<file path="src/rtl/vscale_pc_redirect_ctrl_if.sv">
// Signal bundle between the pipeline (redirect requests, fetch stall) and the
// PC redirect sequencer (PC mux select, kill and hold controls).
interface vscale_pc_redirect_ctrl_if;
    logic       imem_wait;
    logic       stall_DX;
    logic       trap_req;
    logic       jalr_DX;
    logic       jal_DX;
    logic       branch_taken_DX;
    logic [2:0] PC_src_sel;
    logic       kill_IF;
    logic       kill_DX;
    logic       hold_DX;
    logic       redirect_pending;

    modport master (
        output imem_wait, stall_DX, trap_req, jalr_DX, jal_DX, branch_taken_DX,
        input  PC_src_sel, kill_IF, kill_DX, hold_DX, redirect_pending
    );

    modport slave (
        input  imem_wait, stall_DX, trap_req, jalr_DX, jal_DX, branch_taken_DX,
        output PC_src_sel, kill_IF, kill_DX, hold_DX, redirect_pending
    );
endinterface

</file>
<file path="src/rtl/vscale_pc_redirect_ctrl.sv">
// Fetch PC-select sequencer: boot replay, fixed-priority redirect arbitration,
// and holding of a redirect while instruction memory is busy.
module vscale_pc_redirect_ctrl #(
    parameter int unsigned BOOT_CYCLES = 2
) (
    input logic                      clk,
    input logic                      reset_n,
    vscale_pc_redirect_ctrl_if.slave bus
);

    localparam logic [2:0] SEL_PLUS_FOUR     = 3'd0;
    localparam logic [2:0] SEL_BRANCH_TARGET = 3'd1;
    localparam logic [2:0] SEL_JAL_TARGET    = 3'd2;
    localparam logic [2:0] SEL_REG_TARGET    = 3'd3;
    localparam logic [2:0] SEL_REPLAY        = 3'd4;
    localparam logic [2:0] SEL_STVEC         = 3'd5;
    localparam logic [3:0] BOOT_INIT         = 4'(BOOT_CYCLES - 1);
    localparam int         NUM_REQ           = 5;

    typedef enum logic [1:0] {
        ST_BOOT = 2'd0,
        ST_RUN  = 2'd1,
        ST_WAIT = 2'd2
    } state_t;

    state_t     state_reg, state_next;
    logic [2:0] pend_sel_reg, pend_sel_next;
    logic [3:0] boot_cnt_reg, boot_cnt_next;

    logic [2:0] pc_src_sel;
    logic       kill_if;
    logic       kill_dx;
    logic       hold_dx;
    logic       pending;

    // Request vector ordered highest priority first (bit 0 = trap).
    logic [NUM_REQ-1:0] req;
    logic [NUM_REQ-1:0] grant;
    logic [2:0]         run_sel;

    assign req = {bus.stall_DX, bus.branch_taken_DX, bus.jal_DX, bus.jalr_DX, bus.trap_req};

    function automatic logic [2:0] req_code(input int idx);
        logic [2:0] code;
        case (idx)
            0:       code = SEL_STVEC;
            1:       code = SEL_REG_TARGET;
            2:       code = SEL_JAL_TARGET;
            3:       code = SEL_BRANCH_TARGET;
            4:       code = SEL_REPLAY;
            default: code = SEL_PLUS_FOUR;
        endcase
        return code;
    endfunction

    function automatic logic is_redirect(input logic [2:0] sel);
        return (sel == SEL_BRANCH_TARGET) || (sel == SEL_JAL_TARGET) ||
               (sel == SEL_REG_TARGET)    || (sel == SEL_STVEC);
    endfunction

    genvar gi;
    generate
        for (gi = 0; gi < NUM_REQ; gi++) begin : g_prio
            if (gi == 0) begin : g_top
                assign grant[gi] = req[gi];
            end else begin : g_rest
                assign grant[gi] = req[gi] & ~(|req[gi-1:0]);
            end
        end
    endgenerate

    always_comb begin
        run_sel = SEL_PLUS_FOUR;
        for (int i = 0; i < NUM_REQ; i++) begin
            if (grant[i]) begin
                run_sel = req_code(i);
            end
        end
    end

    always_comb begin
        state_next    = state_reg;
        pend_sel_next = pend_sel_reg;
        boot_cnt_next = boot_cnt_reg;
        pc_src_sel    = SEL_REPLAY;
        kill_if       = 1'b1;
        kill_dx       = 1'b1;
        hold_dx       = 1'b0;
        pending       = 1'b0;

        case (state_reg)
            ST_BOOT: begin
                if (boot_cnt_reg == 4'd0) begin
                    state_next = ST_RUN;
                end else begin
                    boot_cnt_next = boot_cnt_reg - 4'd1;
                end
            end

            ST_RUN: begin
                pc_src_sel = run_sel;
                kill_if    = is_redirect(run_sel);
                kill_dx    = grant[0];
                // Replay/sequential selects with imem_wait simply re-present
                // next cycle; only real redirects need to be remembered.
                if (is_redirect(run_sel) && bus.imem_wait) begin
                    pend_sel_next = run_sel;
                    state_next    = ST_WAIT;
                end
            end

            ST_WAIT: begin
                pending = 1'b1;
                if (bus.trap_req && (pend_sel_reg != SEL_STVEC)) begin
                    // A trap pre-empts the held DX redirect, so DX is
                    // squashed rather than held.
                    pc_src_sel = SEL_STVEC;
                    kill_dx    = 1'b1;
                    hold_dx    = 1'b0;
                    if (bus.imem_wait) begin
                        pend_sel_next = SEL_STVEC;
                    end else begin
                        state_next = ST_RUN;
                    end
                end else begin
                    pc_src_sel = pend_sel_reg;
                    kill_dx    = (pend_sel_reg == SEL_STVEC);
                    hold_dx    = (pend_sel_reg == SEL_BRANCH_TARGET) ||
                                 (pend_sel_reg == SEL_JAL_TARGET)    ||
                                 (pend_sel_reg == SEL_REG_TARGET);
                    if (!bus.imem_wait) begin
                        state_next = ST_RUN;
                    end
                end
            end

            default: begin
                state_next = ST_BOOT;
            end
        endcase

        if (!reset_n) begin
            pc_src_sel = SEL_REPLAY;
            kill_if    = 1'b1;
            kill_dx    = 1'b1;
            hold_dx    = 1'b0;
            pending    = 1'b0;
        end
    end

    always_ff @(posedge clk) begin
        if (!reset_n) begin
            state_reg    <= ST_BOOT;
            pend_sel_reg <= SEL_REPLAY;
            boot_cnt_reg <= BOOT_INIT;
        end else begin
            state_reg    <= state_next;
            pend_sel_reg <= pend_sel_next;
            boot_cnt_reg <= boot_cnt_next;
        end
    end

    assign bus.PC_src_sel       = pc_src_sel;
    assign bus.kill_IF          = kill_if;
    assign bus.kill_DX          = kill_dx;
    assign bus.hold_DX          = hold_dx;
    assign bus.redirect_pending = pending;

endmodule

</file>
<file path="src/flat_wrapper.sv">
// flat-port wrapper written by rule: the top's interface ports become plain ports
module vscale_pc_redirect_ctrl_flat 
#(
    parameter int unsigned BOOT_CYCLES = 2
)
  (clk, reset_n, bus_imem_wait, bus_stall_DX, bus_trap_req, bus_jalr_DX, bus_jal_DX, bus_branch_taken_DX, bus_PC_src_sel, bus_kill_IF, bus_kill_DX, bus_hold_DX, bus_redirect_pending);
  vscale_pc_redirect_ctrl_if bus_i ();
  input logic clk;
  input logic reset_n;
  input wire logic [$bits(bus_i.imem_wait)-1:0] bus_imem_wait;
  input wire logic [$bits(bus_i.stall_DX)-1:0] bus_stall_DX;
  input wire logic [$bits(bus_i.trap_req)-1:0] bus_trap_req;
  input wire logic [$bits(bus_i.jalr_DX)-1:0] bus_jalr_DX;
  input wire logic [$bits(bus_i.jal_DX)-1:0] bus_jal_DX;
  input wire logic [$bits(bus_i.branch_taken_DX)-1:0] bus_branch_taken_DX;
  output wire logic [$bits(bus_i.PC_src_sel)-1:0] bus_PC_src_sel;
  output wire logic [$bits(bus_i.kill_IF)-1:0] bus_kill_IF;
  output wire logic [$bits(bus_i.kill_DX)-1:0] bus_kill_DX;
  output wire logic [$bits(bus_i.hold_DX)-1:0] bus_hold_DX;
  output wire logic [$bits(bus_i.redirect_pending)-1:0] bus_redirect_pending;
  assign bus_i.imem_wait = bus_imem_wait;
  assign bus_i.stall_DX = bus_stall_DX;
  assign bus_i.trap_req = bus_trap_req;
  assign bus_i.jalr_DX = bus_jalr_DX;
  assign bus_i.jal_DX = bus_jal_DX;
  assign bus_i.branch_taken_DX = bus_branch_taken_DX;
  assign bus_PC_src_sel = bus_i.PC_src_sel;
  assign bus_kill_IF = bus_i.kill_IF;
  assign bus_kill_DX = bus_i.kill_DX;
  assign bus_hold_DX = bus_i.hold_DX;
  assign bus_redirect_pending = bus_i.redirect_pending;
  vscale_pc_redirect_ctrl #(.BOOT_CYCLES(BOOT_CYCLES)) u_core (.clk(clk), .reset_n(reset_n), .bus(bus_i));
endmodule
</file>
<file path="config.mk">
export PLATFORM = sky130hd
export DESIGN_NAME = vscale_pc_redirect_ctrl_flat
export DESIGN_NICKNAME = d
export VERILOG_FILES = /design/src/rtl/vscale_pc_redirect_ctrl_if.sv /design/src/rtl/vscale_pc_redirect_ctrl.sv /design/src/flat_wrapper.sv
export SDC_FILE = /design/constraint.sdc
export NUM_CORES = 1
export LEC_CHECK = 0
export ABC_AREA = 1
export CELL_PAD_IN_SITES_DETAIL_PLACEMENT = 1
export CELL_PAD_IN_SITES_GLOBAL_PLACEMENT = 1
export CORE_ASPECT_RATIO = 1.4
export CORE_UTILIZATION = 36
export CTS_CLUSTER_DIAMETER = 50
export DETAILED_ROUTE_END_ITERATION = 16
export PLACE_DENSITY_LB_ADDON = 0.1
export SETUP_SLACK_MARGIN = 0.5
export SKIP_CTS_REPAIR_TIMING = 1
export SYNTH_ARGS = -nofsm -noshare
export SYNTH_HDL_FRONTEND = slang
export SYNTH_SLANG_ARGS = --single-unit
</file>
<file path="constraint.sdc">
create_clock -name clk -period 2.9 [get_ports clk]
set_input_delay 0.435 -clock clk [delete_from_list [all_inputs] [get_ports clk]]
set_output_delay 0.435 -clock clk [all_outputs]
set_load 0.03 [all_outputs]
</file>
## Yosys cells after proc, flatten, opt, wreduce, memory -nomap -nowiden

Cells that the tools add are included.

| storage, ports and cells | value |
|---|---|
| bits in registers | 9 |
| bits in latches | 0 |
| bits in writable memories | 0 |
| ROM bits | 0 |
| input bits | 8 |
| output and inout port bits | 7 |
| logic and storage cells | 71 |
| memories kept | 0 |

| operators by class | value |
|---|---|
| add/subtract/negate cells | 1 |
| multipliers | 0 |
| div/mod/pow operators | 0 |
| $lt $le $gt $ge | 0 |
| eq/ne operators | 16 |
| shift operators | 0 |
| muxes and demuxes | 26 |
| bitwise logic cells | 9 |
| reduce and logical (&&, ||, !) cells | 16 |

Operators by type and width:

| cell | count |
|---|---|
| $mux W3 | 10 |
| $eq A3 B2 Y1 const B | 4 |
| $pmux W3 S2 | 2 |
| $mux W1 | 9 |
| $eq A3 B1 Y1 const B | 2 |
| $eq A3 B3 Y1 const B | 2 |
| $mux W2 | 3 |
| $ne A2 B1 Y1 const B | 3 |
| $pmux W2 S3 | 1 |
| $logic_or A1 B1 Y1 | 5 |
| $not A1 Y1 | 5 |
| $and A1 B1 Y1 | 4 |
| $logic_not A4 Y1 | 1 |
| $ne A2 B2 Y1 const B | 2 |
| $reduce_and A4 Y1 | 1 |
| $reduce_or A4 Y1 | 1 |
| $sub A4 B1 Y4 const B | 1 |
| $ne A3 B3 Y1 const B | 1 |
| $reduce_and A3 Y1 | 1 |
| $reduce_or A3 Y1 | 1 |
| $eq A2 B1 Y1 const B | 1 |
| $eq A2 B2 Y1 const B | 1 |
| $logic_and A1 B1 Y1 | 2 |
| $logic_not A2 Y1 | 1 |
| other kinds (4) | 4 |

## Longest topological paths before layout

| depth | value |
|---|---|
| depth in word-level cells | 13 |
| gate-level depth with buffers | 10 |

## Worst setup path before layout

OpenSTA, ideal clock, no wires.

| timing | value |
|---|---|
| path type | register -> output |
| from | register u_core.state_reg[0] |
| to | output bus_hold_DX |
| arrival | 1406 ps |
| slack | 1059 ps |
| cell stages (with the launch flop) | 8 |
| cells stage by stage | dfxtp_1 > inv_1 > ha_1 > buf_4 > nand2_1 > clkinv_1 > o21ai_0 > nor2_1 |

| between the ends | value |
|---|---|
| longest elaborated chain between the ends | 3 |

Ends and longest elaborated chain:

| what | RTL line | text |
|---|---|---|
| start: declaration | vscale_pc_redirect_ctrl.sv:26 | `state_t state_reg, state_next;` |
| start signal: assignment | vscale_pc_redirect_ctrl.sv:157 | `state_reg <= state_next;` |
| $eq A2 B2 Y1 | vscale_pc_redirect_ctrl.sv:91 | `case (state_reg)` |
| $mux W1 | vscale_pc_redirect_ctrl.sv:91 |  |
| $mux W1 | vscale_pc_redirect_ctrl.sv:142 | `if (!reset_n) begin` |
| end: declaration | flat_wrapper.sv:19 | `output wire logic [$bits(bus_i.hold_DX)-1:0] bus_hold_DX;` |

No other way between the ends.

## Worst setup path in the final report

| timing | value |
|---|---|
| from | input reset_n |
| to | output bus_kill_IF |

| between the ends | value |
|---|---|
| longest elaborated chain between the ends | 1 |

Ends and longest elaborated chain:

| what | RTL line | text |
|---|---|---|
| start: declaration | flat_wrapper.sv:9 | `input logic reset_n;` |
| $mux W1 | vscale_pc_redirect_ctrl.sv:142 |  |
| end: declaration | flat_wrapper.sv:17 | `output wire logic [$bits(bus_i.kill_IF)-1:0] bus_kill_IF;` |

No other way between the ends.

==> flow_summary.yaml <==
status:
  status: "finished clean"
power_and_ir_drop:
  netSwitchingPower_mw: 0.443
  power_per_cell_area_mw_per_mm2: 962
  total_leakage_power_nw: 0.465
  share_clk_of_total_power: 0.107
  sequentialPowerShare: 0.258
  design_power_total_mw: 0.874
  p_sw_frac: 0.506
  vdd_drop_max_v: 0.000469
  comb_power_share: 0.635
  internal_dissipation_mw: 0.432
worst_setup_path:
  worst_path_max_delay_cell: "sky130_fd_sc_hd__clkdlybuf4s50_1"
  critical_path.max_stage_delay_ps: 670
  critical_path.max_fanout: 8
  worst_r2r_endpoint: "u_core.state_reg[1]"
  worstSetupPathType: "input pin to output port"
  regToRegSetupSlack_ps: 1490
  regToRegStartpoint: "u_core.state_reg[0]"
  required_ps: 2470
  setup.worst_path.end_class: "output port"
  critPathTopFamily: "buffers and inverters"
  critical_path.n_buffers_inverters: 3
  worst_path_cell_trace: "clkdlybuf4s50_1, buf_4, nand4_1, clkdlybuf4s50_1"
  worst-endpoint-arrival_ps: 1890
  cp_launch_type: "input pin"
  worst-r2r-cell-count: 8
  critPathMostFrequentCell: "sky130_fd_sc_hd__clkdlybuf4s50_1"
finish:
  layoutNonFillerInstCount: 150
  post_route_cells_drive_above_1_share: 0.138
  layout.nets: 144
  diodes: 0
  layout-area-overhead-vs-synth_pct: 25.8
  largest_reg_flops: 4
  fill_cells: 248
timing:
  final_max_slew_viol_count: 0
  hold_violations: 0
  grt_setup_unrepaired: "no"
  timing.max_slew.rel_slack: 0.779
  skew_ps: 5.18
  setup-tns-final_ps: 0
  worst-slew-pin-transition_ps: 331
  max_freq_ghz: 0.431
  min_period_over_period: 0.800
  finalCriticalPeriod_ps: 2320
  finalSetupViolations: 0
clock_network:
  tritoncts.num_buffers: 3
  max-clock-path-buffers: 2
  clock_sink_count: 9
  clock_tree.htree_level_count: 1
  cts_tree: "yes"
  clkSlewWorstSetupHoldPaths_ps: 60
  clock_tree.root_cell: "sky130_fd_sc_hd__clkbuf_4"
  clock_latency_ps: 250
synthesis:
  synth.top_cells.by_count: "sky130_fd_sc_hd__nand2_1 (30), sky130_fd_sc_hd__nand3_1 (15), sky130_fd_sc_hd__nor2_1 (12)"
  yosysSeqAreaShare: 0.250
  ys_top_cells_by_area: "sky130_fd_sc_hd__dfxtp_1 (25%), sky130_fd_sc_hd__nand2_1 (16%), sky130_fd_sc_hd__nand3_1 (10%), sky130_fd_sc_hd__ha_1 (8.7%), sky130_fd_sc_hd__nor2_1 (6.2%)"
  yosys_register_bits: 9
  syn_nets: 127
  synth.most_common_cell: "sky130_fd_sc_hd__nand2_1"
  synth_top_family_by_area: "simple AND/OR/NAND/NOR gates"
  yosys_warnings: 0
  yosys.area.top_type_share: 0.250
  syn_area_per_cell_um2: 6.33
  synth_top_area_cell: "sky130_fd_sc_hd__dfxtp_1"
  post_synth_and_or_nand_nor_area_fraction: 0.425
  synth-edff-count: 0
  ys_types: 24
  xor_xnor_portion_of_the_synthesized_cell_area: 0
  syn_inst: 114
  synthesized_area_fraction_occupied_by_adder_cells: 0.0867
  synth_compound_area_frac: 0.125
  yosys-mux-area-fraction: 0
  async_reset_ff_frac: 0
  top_reg_cell_synth: "sky130_fd_sc_hd__dfxtp_1"
  netlist_area_um2: 722
drt:
  drtPass1Iterations: 4
  postRouteWirelength_mm: 1.98
  drt_iter0_markers: 3
  detail-route-antenna-nets: 0
  vias: 768
  post_drt_wl_per_cell_um: 13.2
  routed_vias_inst: 5.12
  drc: 0
grt:
  first_pass_grt_wire_length_mm: 2.95
  initial_antenna_violation_count: 0
  overflow: 0
  first_global_vias: 713
  grt_max_degree: 10
  grtUsageTotal: 0.200
placement:
  port_buffers: 14
  gp_congestion: 0.751
  detailedPlacementHpwl_mm: 1.61
  dpl.cell_count: 146
worst_hold_path:
  min_delay_path_depth: 2
  hold_end: "u_core.boot_cnt_reg[0]"
  hp-start: "u_core.boot_cnt_reg[0]"
  hold_path.class: "flop to flop"
die:
  boundaryPins: 15
  initial_core_util: 0.396
  placeableCoreArea_mm2: 0.00182
  die_x_um: 39.8
  die_height_um: 55.0
  num_rows: 18
  design.die.area_mm2: 0.00219
run:
  drv.max_cap_violation_count: 0
[worst reg2reg max path, cell delays in order, from the launching register on]
cell and delay [ps]:
sky130_fd_sc_hd__dfxtp_1 380, sky130_fd_sc_hd__inv_1 90, sky130_fd_sc_hd__ha_2 260, sky130_fd_sc_hd__nand2_2 100, sky130_fd_sc_hd__inv_2 40, sky130_fd_sc_hd__a21oi_1 180
sky130_fd_sc_hd__nand3_1 140, sky130_fd_sc_hd__nand2_1 100, sky130_fd_sc_hd__nor2_2 30
[power by group through the flow]
stage / Combinational, mW / Sequential, mW / Clock, mW
finish: 0.555 / 0.226 / 0.0934
detailed placement: 0.554 / 0.226 / 0
global placement: 0.535 / 0.225 / 0
CTS: 0.559 / 0.225 / 0.0996
global route: 0.621 / 0.235 / 0.103
floorplan: 0.423 / 0.214 / 0
[stage by stage]
| step | setup slack (ps) | hold slack (ps) | cell area [µm²] | utilization |
|---|---|---|---|---|
| finish | 580 | 480 | 908 | 0.498 |
| global route | 524 | 523 | 908 | 0.498 |
| CTS | 280 | 485 | 891 | 0.488 |
| detailed placement | 290 | 466 | 865 | 0.474 |
| global placement | 338 | 453 | 865 | 0.474 |
| floorplan | 1060 | 442 | 722 | - |
[cells by family after synthesis]
logic type,count (synthesis)
compound gates,16
fa+ha+maj,5
buf+inv,17
flops,9
simple gates,67
[area by class of cell]
cell class	instances	area [µm²]	share of cell area
Sequential cell	9	180	0.198
Multi-Input combinational cell	88	464	0.511
Tap cell	20	25.0	0.0275
Timing Repair Buffer	15	160	0.176
Clock buffer	4	26.3	0.0289
Inverter	14	52.6	0.0579
[worst max-delay path by stage]
stage,from,to,slack [ps],cells past startpoint
2_1_floorplan,u_core.state_reg[0],bus_hold_DX,1060,7
3_3_place_gp,bus_trap_req,bus_PC_src_sel[0],340,6
3_5_place_dp,bus_trap_req,bus_PC_src_sel[0],290,6
4_1_cts,bus_trap_req,bus_PC_src_sel[0],280,6
5_1_grt,reset_n,bus_kill_IF,520,4
6_report,reset_n,bus_kill_IF,580,4
[layer usage]
metal | vias to the layer above | global-route usage | share of wire
met5 | - | 0 | 0
met4 | 0 | 0.0690 | 0.0066
met3 | 2 | 0.0240 | 0.016
met2 | 9 | 0.410 | 0.59
met1 | 360 | 0.191 | 0.39
li1 | 397 | - | -
[placed cells by master (no fill, tap or decap), types with 2 or more instances in the layout]
cell / Yosys / layout
sky130_fd_sc_hd__nor2_2: 2 / 2
sky130_fd_sc_hd__nand2_2: 3 / 3
sky130_fd_sc_hd__clkbuf_4: 0 / 3
sky130_fd_sc_hd__ha_2: 0 / 2
sky130_fd_sc_hd__nand2_1: 30 / 30
sky130_fd_sc_hd__inv_2: 5 / 5
sky130_fd_sc_hd__dfxtp_1: 9 / 9
sky130_fd_sc_hd__nor2_1: 12 / 12
sky130_fd_sc_hd__clkdlybuf4s50_1: 0 / 9
sky130_fd_sc_hd__dlymetal6s2s_1: 0 / 5
sky130_fd_sc_hd__nand3_1: 15 / 15
sky130_fd_sc_hd__a21oi_1: 7 / 7
sky130_fd_sc_hd__inv_1: 8 / 8
sky130_fd_sc_hd__ha_1: 5 / 3
sky130_fd_sc_hd__o21ai_0: 4 / 4
(Power assumes the default switching activity.)
